**src/rtl/imm_gen.sv**
```systemverilog
// RV32I immediate generator: a zero-latency 12-bit sign extender for the ALU/load
// path, plus a registered full-format decoder for branch/jump/LUI/AUIPC logic.
module imm_gen #(
  parameter int XLEN = 32
) (
  input  logic            clk,
  input  logic            rst_n,
  input  logic [11:0]     inst_code,
  output logic [XLEN-1:0] Imm_out,
  input  logic [31:0]     instr,
  input  logic            instr_valid,
  output logic [XLEN-1:0] imm_q,
  output logic [2:0]      imm_fmt_q,
  output logic            imm_valid_q
);

  typedef enum logic [2:0] {
    FMT_NONE  = 3'd0,
    FMT_I     = 3'd1,
    FMT_S     = 3'd2,
    FMT_B     = 3'd3,
    FMT_U     = 3'd4,
    FMT_J     = 3'd5,
    FMT_SHAMT = 3'd6
  } fmt_e;

  localparam logic [6:0] OP_LOAD   = 7'b0000011;
  localparam logic [6:0] OP_IMM    = 7'b0010011;
  localparam logic [6:0] OP_JALR   = 7'b1100111;
  localparam logic [6:0] OP_SYSTEM = 7'b1110011;
  localparam logic [6:0] OP_STORE  = 7'b0100011;
  localparam logic [6:0] OP_BRANCH = 7'b1100011;
  localparam logic [6:0] OP_LUI    = 7'b0110111;
  localparam logic [6:0] OP_AUIPC  = 7'b0010111;
  localparam logic [6:0] OP_JAL    = 7'b1101111;

  // Legacy path: no clock or reset involvement at all.
  assign Imm_out = {{(XLEN-12){inst_code[11]}}, inst_code};

  logic [6:0]      opcode;
  logic [2:0]      funct3;
  logic            sign;
  logic [XLEN-1:0] imm_i;
  logic [XLEN-1:0] imm_s;
  logic [XLEN-1:0] imm_b;
  logic [XLEN-1:0] imm_u;
  logic [XLEN-1:0] imm_j;
  logic [XLEN-1:0] imm_sh;

  assign opcode = instr[6:0];
  assign funct3 = instr[14:12];
  assign sign   = instr[31];

  assign imm_i  = {{(XLEN-12){sign}}, instr[31:20]};
  assign imm_s  = {{(XLEN-12){sign}}, instr[31:25], instr[11:7]};
  assign imm_b  = {{(XLEN-13){sign}}, instr[31], instr[7], instr[30:25], instr[11:8], 1'b0};
  assign imm_u  = {{(XLEN-32){sign}}, instr[31:12], 12'b0};
  assign imm_j  = {{(XLEN-21){sign}}, instr[31], instr[19:12], instr[20], instr[30:21], 1'b0};
  assign imm_sh = {{(XLEN-5){1'b0}}, instr[24:20]};

  logic [XLEN-1:0] imm_dec;
  fmt_e            fmt_dec;

  always_comb begin
    imm_dec = '0;
    fmt_dec = FMT_NONE;
    unique case (opcode)
      OP_IMM: begin
        // Shift-immediates carry shamt in [24:20]; the SRAI flag in [30] is not immediate data.
        if (funct3 == 3'b001 || funct3 == 3'b101) begin
          imm_dec = imm_sh;
          fmt_dec = FMT_SHAMT;
        end else begin
          imm_dec = imm_i;
          fmt_dec = FMT_I;
        end
      end
      OP_LOAD, OP_JALR, OP_SYSTEM: begin
        imm_dec = imm_i;
        fmt_dec = FMT_I;
      end
      OP_STORE: begin
        imm_dec = imm_s;
        fmt_dec = FMT_S;
      end
      OP_BRANCH: begin
        imm_dec = imm_b;
        fmt_dec = FMT_B;
      end
      OP_LUI, OP_AUIPC: begin
        imm_dec = imm_u;
        fmt_dec = FMT_U;
      end
      OP_JAL: begin
        imm_dec = imm_j;
        fmt_dec = FMT_J;
      end
      default: begin
        imm_dec = '0;
        fmt_dec = FMT_NONE;
      end
    endcase
  end

  logic [XLEN-1:0] imm_d;
  logic [2:0]      imm_fmt_d;
  logic            imm_valid_d;

  // Invalid cycles hold the last decode so downstream can still read it.
  always_comb begin
    imm_d       = imm_q;
    imm_fmt_d   = imm_fmt_q;
    imm_valid_d = 1'b0;
    if (instr_valid) begin
      imm_d       = imm_dec;
      imm_fmt_d   = fmt_dec;
      imm_valid_d = 1'b1;
    end
  end

  always_ff @(posedge clk) begin
    if (!rst_n) begin
      imm_q       <= '0;
      imm_fmt_q   <= 3'd0;
      imm_valid_q <= 1'b0;
    end else begin
      imm_q       <= imm_d;
      imm_fmt_q   <= imm_fmt_d;
      imm_valid_q <= imm_valid_d;
    end
  end

endmodule

```
**config.mk**
```make
export PLATFORM = sky130hd
export DESIGN_NAME = imm_gen
export DESIGN_NICKNAME = d
export VERILOG_FILES = /design/src/rtl/imm_gen.sv
export SDC_FILE = /design/constraint.sdc
export NUM_CORES = 1
export LEC_CHECK = 0
export ABC_AREA = 1
export CAP_MARGIN = 5
export CORE_ASPECT_RATIO = 0.8
export CORE_MARGIN = 1.5
export CORE_UTILIZATION = 30
export CTS_CLUSTER_SIZE = 12
export DETAILED_ROUTE_END_ITERATION = 8
export PLACE_DENSITY = 0.64
export REMOVE_ABC_BUFFERS = 1
export SYNTH_ARGS = -nofsm -noshare
export SYNTH_HDL_FRONTEND = slang
export SYNTH_SLANG_ARGS = --single-unit
```
**constraint.sdc**
```tcl
create_clock -name clk -period 1.5 [get_ports clk]
set_clock_uncertainty 0.05 [all_clocks]
set_input_delay 0.3 -clock clk [delete_from_list [all_inputs] [get_ports clk]]
set_output_delay 0.3 -clock clk [all_outputs]
set_load 0.01 [all_outputs]
```
==> results of run 1 <==
stage by stage:
step,total power [W],area [um2]
floorplan,0.00110,2060
global placement,0.00135,3220
detailed placement,0.00135,3220
CTS,0.00208,3490
global route,0.00216,3550
finish,0.00207,3550
critical path: stages:
cell	delay [ps]
clkdlybuf4s15_1	400
inv_1	210
nor2_4	60
buf_6	130
buf_12	110
buf_12	120
a21oi_1	100
nand2_1	80
nand2_2	70
a21oi_2	50
power breakdown:
group	switching, W	leakage, nW	internal [W]
clock	0.000385	0.0479	0.000324
combinational	0.000202	1.44	0.000187
sequential	0.00000504	0.291	0.000966
total	0.000592	1.78	0.00148
Yosys cell counts:
master / instances / area (um2)
nand2_2: 4 / 25.0
clkinv_1: 2 / 7.51
a21oi_2: 7 / 61.3
buf_2: 8 / 40.0
inv_2: 1 / 3.75
nand3b_1: 4 / 30.0
dfxtp_1: 36 / 721
nor2_1: 30 / 113
a21oi_1: 36 / 180
nand2_4: 1 / 11.3
buf_4: 33 / 248
nor2_4: 3 / 33.8
nand3_1: 44 / 220
nand2_1: 134 / 503
o21ai_0: 10 / 50.1
buf_6: 2 / 22.5
nor3_1: 1 / 5.00
nand4_1: 6 / 37.5
clkbuf_1: 8 / 30.0
inv_1: 13 / 48.8
nor2_2: 2 / 12.5
cell families after synthesis:
family / synth area share (%)
AOI/OAI and AO/OA: 12.1
buffers and inverters: 16.7
DFF: 30.0
and+or+nand+nor: 41.2
routing by layer:
layer,up-vias,part of all wire [%],routed length [um]
met2,113,46,3480
met5,-,0,0
li1,1362,-,-
met3,10,9.4,716
met1,1235,44,3360
met4,0,1.2,88
worst max path at each step:
| stage | end | slack [ps] | cells after the start |
|---|---|---|---|
| floorplan | imm_q[20] | -290 | 7 |
| global placement | imm_q[28] | -480 | 9 |
| detailed placement | imm_q[22] | -530 | 9 |
| CTS | imm_q[14] | 7 | 14 |
| global route | imm_q[20] | -50 | 11 |
| finish | imm_q[15] | 0.3 | 10 |
registers in the layout (all words and copies together) (netlist names):
signal / flops
imm_q: 32
imm_fmt_q: 3
imm_valid_q: 1
area by class of cell:
cell class,count,area share (%)
Multi-Input combinational cell,284,39.8
Timing Repair Buffer,114,32.1
Sequential cell,36,20.3
Tap cell,105,3.70
Clock buffer,5,1.94
Inverter,16,1.69
Clock inverter,3,0.528
repair_timing:
item,in CTS,in global routing
buffers inserted,10,1
gates cloned,5,0
pin swaps,11,8
endpoints found under the hold margin,0,0
endpoints found under the setup margin,69,30
gates resized for setup,73,30
hold buffers,0,0
==> results.cfg, run 1 <==
[run_status]
outcome = complete, no violations

[clocking]
clk_root_buffer_cell = clkbuf_8
cts_inserted_buffers = 5
cts_htree_levels = 2
cts_tree = done
clock_latency_ps = 290
clk_pin_slew_worst_paths_ps = 80
clk_path_buf_depth = 2
clock_sinks = 36

[die]
die_height_um = 83.1
core_area_um2 = 7570
initial_core_util_pct = 31.8
placement_rows = 28
total_die_area_um2 = 8560
io_pins = 115
dieWidth_um = 103

[placement]
place_worst_setup_slack_ps = -533
placed_cells = 540
dp_hpwl_mm = 5.07
place_congestion = 0.857
placement.io_buffers = 70

[yosys]
netlist-cell-type-count = 21
syn_area_per_cell_um2 = 6.24
synth-seq-area-share_pct = 30.0
postSynthCellCount = 385
syn_area_um2 = 2400
yosysWarnings = 0
postSynthRegisterBits = 36

[timing]
rsz0062_at_grt = yes
max_slew_violation_count = 0
worst_slew_pin_slew_ps = 458
fin_hold_ws_ps = 414
maxClockFrequency_ghz = 0.667
period_minus_slack_ps = 1500
finalHoldViolations = 0
final_critical_path_setup_slack_ps = 0.342
max-slew-margin-rel_pct = 69.5
final_setup_violation_count = 0
fin_crit_sh_pct = 100
timing.setup.tns_ps = 0

[layout]
antennaDiodeCount = 0
mostFrequentLayoutCells = nand2_1 (127), nand3_1 (42), dlygate4sd2_1 (37)
final_common_cell = nand2_1
layout-area-overhead-vs-synth_pct = 47.8
num-fill-cells = 797
final-instance-count-excl-fill = 563
regArea_um2 = 721
post_route_cells_drive_above_1_share_pct = 22.5
design.final.nets = 504
postLayoutCoreUtil_pct = 46.9
area_of_the_multi_input_gates_um2 = 1410

[setup_path]
regToRegSetupSlack_ps = 820
timing_worst_setup_path_type = primary input to flop
cp_data_arrival_time_ps = 1630
reg2reg_to = imm_fmt_q[1]
end_kind = flop
r2r-start = imm_fmt_q[1]
rr_worst_depth = 2
path_max_fanout = 6
worst_setup_path_start_kind = primary input
worstPathRequired_ps = 1630
cp-startpoint = instr[31]

[routing]
detailed_route_wire_length_per_cell_um = 13.6
final_wirelength_mm = 7.65
detailroute.via_count = 2720
drc = 0
final_antenna_net_count = 0
route.detailed.vias_per_inst = 4.83
dr.first_iter.drc_count = 184
detail_route.first_pass.iterations = 4

[grt]
global_route.usage.met3_pct = 6.23
gr-usage-met1_pct = 23.6
grt_pass1_vias = 2658
top_usage_layer = met2
grt_max_degree = 36
grt_pass1_wl_mm = 12.5
antenna_found_initial = 0
met2_usage_pct = 29.8
overflow = 0
groute.usage.overall_pct = 18.4

[min_path]
hold-path-endpoint = imm_q[8]
min_from = imm_q[8]
timing.hold.worst_path_depth = 2
min-delay-path-class = flop to flop

[pwr]
cellLeakagePower_nw = 1.78
power_density_nw_per_um2 = 583
ir_worst_vdd_mv = 0.316

[job]
maxCapViolCount = 0
Power figures use the tool's default switching activity.
==> run 2: changes to the inputs <==
Settings changed: CTS_CLUSTER_DIAMETER set to 40, GPL_TIMING_DRIVEN set to 0.
==> run 2 against run 1 <==
Clock power increased by 23%. Fmax increased by 4.8%. Register-to-register slack improved by 20 ps. Flip-flop and latch count unchanged. Clock-buffer cell count increased by 1. Final area decreased by 6.1%. Setup slack improved by 69 ps. Non-clock buffer count decreased by 26. Combinational power decreased by 10%. Worst hold slack got worse by 37 ps. Utilization decreased by 2.9 points. Largest cell class unchanged.
==> results.cfg, run 2 (synthesis gave the netlist of run 1 again) <==
[routing]
drc = 0
detailroute.wirelength.met3_um = 752
met1Wirelength_mm = 3.40
wl_met2_mm = 3.50
detail_route.first_pass.iterations = 4
dr.first_iter.drc_count = 135
maxUsedRoutingLayer = met4
detailroute.via_count = 2631
final_antenna_net_count = 0
detailed_route_wire_length_per_cell_um = 14.3
route.detailed.vias_per_inst = 4.89
final_wirelength_mm = 7.69

[layout]
area_of_the_multi_input_gates_um2 = 1490
max_flop_register = imm_q
layout-area-overhead-vs-synth_pct = 38.8
antennaDiodeCount = 0
design_area_final_um2 = 3340
num-fill-cells = 822
biggestRegsByFlops = imm_q x32, imm_fmt_q x3, imm_valid_q x1
largest_register_ff_count = 32
design.final.nets = 479
regArea_um2 = 721
final_common_cell = nand2_1
mostFrequentLayoutCells = nand2_1 (122), nand3_1 (41), dfxtp_1 (36)
post_route_cells_drive_above_1_share_pct = 18.2

[clocking]
cts_inserted_buffers = 5
clk_root_buffer_cell = clkbuf_8
cts.hold.buffers_added = 0
clk_pin_slew_worst_paths_ps = 80
clock_latency_ps = 290
clock_sinks = 36
cts_tree = done
clk_path_buf_depth = 2
cts_htree_levels = 2

[timing]
final_setup_violation_count = 0
fin_crit_sh_pct = 95.4
max-slew-margin-rel_pct = 70.0
final_critical_path_setup_slack_ps = 69.1
max_slew_violation_count = 0
period_minus_slack_ps = 1430
finalHoldViolations = 0
maxClockFrequency_ghz = 0.699
worst_slew_pin_slew_ps = 449

[setup_path]
timing_worst_setup_path_type = primary input to flop
worstPathRequired_ps = 1670
worst_setup_path_start_kind = primary input
cpLargestDelayFamily = simple AND/OR/NAND/NOR gates
critical_path.max_stage_delay_ps = 210
cp_data_arrival_time_ps = 1600
worst-path-buf-inv = 2
slowest_cell_on_the_critical_path = clkdlybuf4s15_1
path_cells = clkdlybuf4s15_1, nand2_4, buf_4, nor2_4, nand2_4, nand3_4, nand2_4, nand2_1, nand2_1, a21oi_1
path_max_fanout = 5
end_kind = flop
cp_common_cell = nand2_4

[die]
io_pins = 115
placement_rows = 28
initial_core_util_pct = 31.8
dieWidth_um = 103
core_area_um2 = 7570
total_die_area_um2 = 8560
die_height_um = 83.1

[pwr]
cellLeakagePower_nw = 1.66
overall_power_consumption_w = 0.00219
power_density_nw_per_um2 = 657
ir_worst_vdd_mv = 0.340

[run_status]
outcome = complete, no violations

[grt]
grt_pass1_vias = 2503
groute.usage.overall_pct = 17.4
grt_pass1_wl_mm = 12.0
antenna_found_initial = 0
grt_max_degree = 38
overflow = 0

[placement]
placement.io_buffers = 70
place_congestion = 0.797
cell_area_reported_after_detailed_placement_um2 = 2900
place_worst_setup_slack_ps = -2110
dp_hpwl_mm = 4.65

[job]
maxCapViolCount = 0

[min_path]
min-delay-path-class = primary input to flop
[run 2: final timing paths]
check | endpoint | slack [ps] | start | cells after the start
worst min-delay path | imm_q[13] | 380 | instr[13] | 5
worst min register to register | imm_q[2] | 410 | imm_q[2] | 2
worst max register to register | imm_q[19] | 840 | imm_q[19] | 2
worst max-delay path | imm_q[22] | 70 | instr[0] | 10
[run 2: power breakdown]
group	switching, W	internal (W)
logic	0.000211	0.000140
registers	0.00000478	0.000966
clock network	0.000375	0.000494
total	0.000590	0.00160
[run 2: what timing repair did]
| action | in CTS | in global routing |
|---|---|---|
| gates cloned | 3 | 1 |
| endpoints found under the setup margin | 71 | 36 |
| setup buffers | 12 | 5 |
| gates resized for setup | 82 | 43 |
| pin swaps | 11 | 13 |
[run 2: layer usage]
metal	global-route usage, %	vias to the layer above
li1	-	1309
met1	22.6	1203
met2	27.3	113
met3	6.99	6
met4	3.44	0
met5	0	-
[run 2: final cells by class]
class,instances,share of cell area [%]
flip-flops and latches,36,21.6
clock inverters,2,1.05
repair buffers,88,24.5
inverters,16,2.03
multi-input cells,285,44.7
well taps,105,3.94
clock buffers,6,2.18
[run 2: stage by stage]
stage | utilization (%) | setup TNS (ps) | std cells | hold slack (ps)
3_3_place_gp | 38.3 | -73360 | 509 | 401
4_1_cts | 42.3 | 0 | 532 | 416
2_1_floorplan | - | -7730 | 334 | 343
5_1_grt | 44.1 | -0.0797 | 538 | 435
3_5_place_dp | 38.3 | -72690 | 509 | 406
6_report | 44.1 | 0 | 538 | 377
[run 2: tightest hold or removal path, stage by stage]
cell	delay, ps
dlymetal6s2s_1	100
a21oi_1	70
nand2_1	50
nand2_1	40
a21oi_1	110
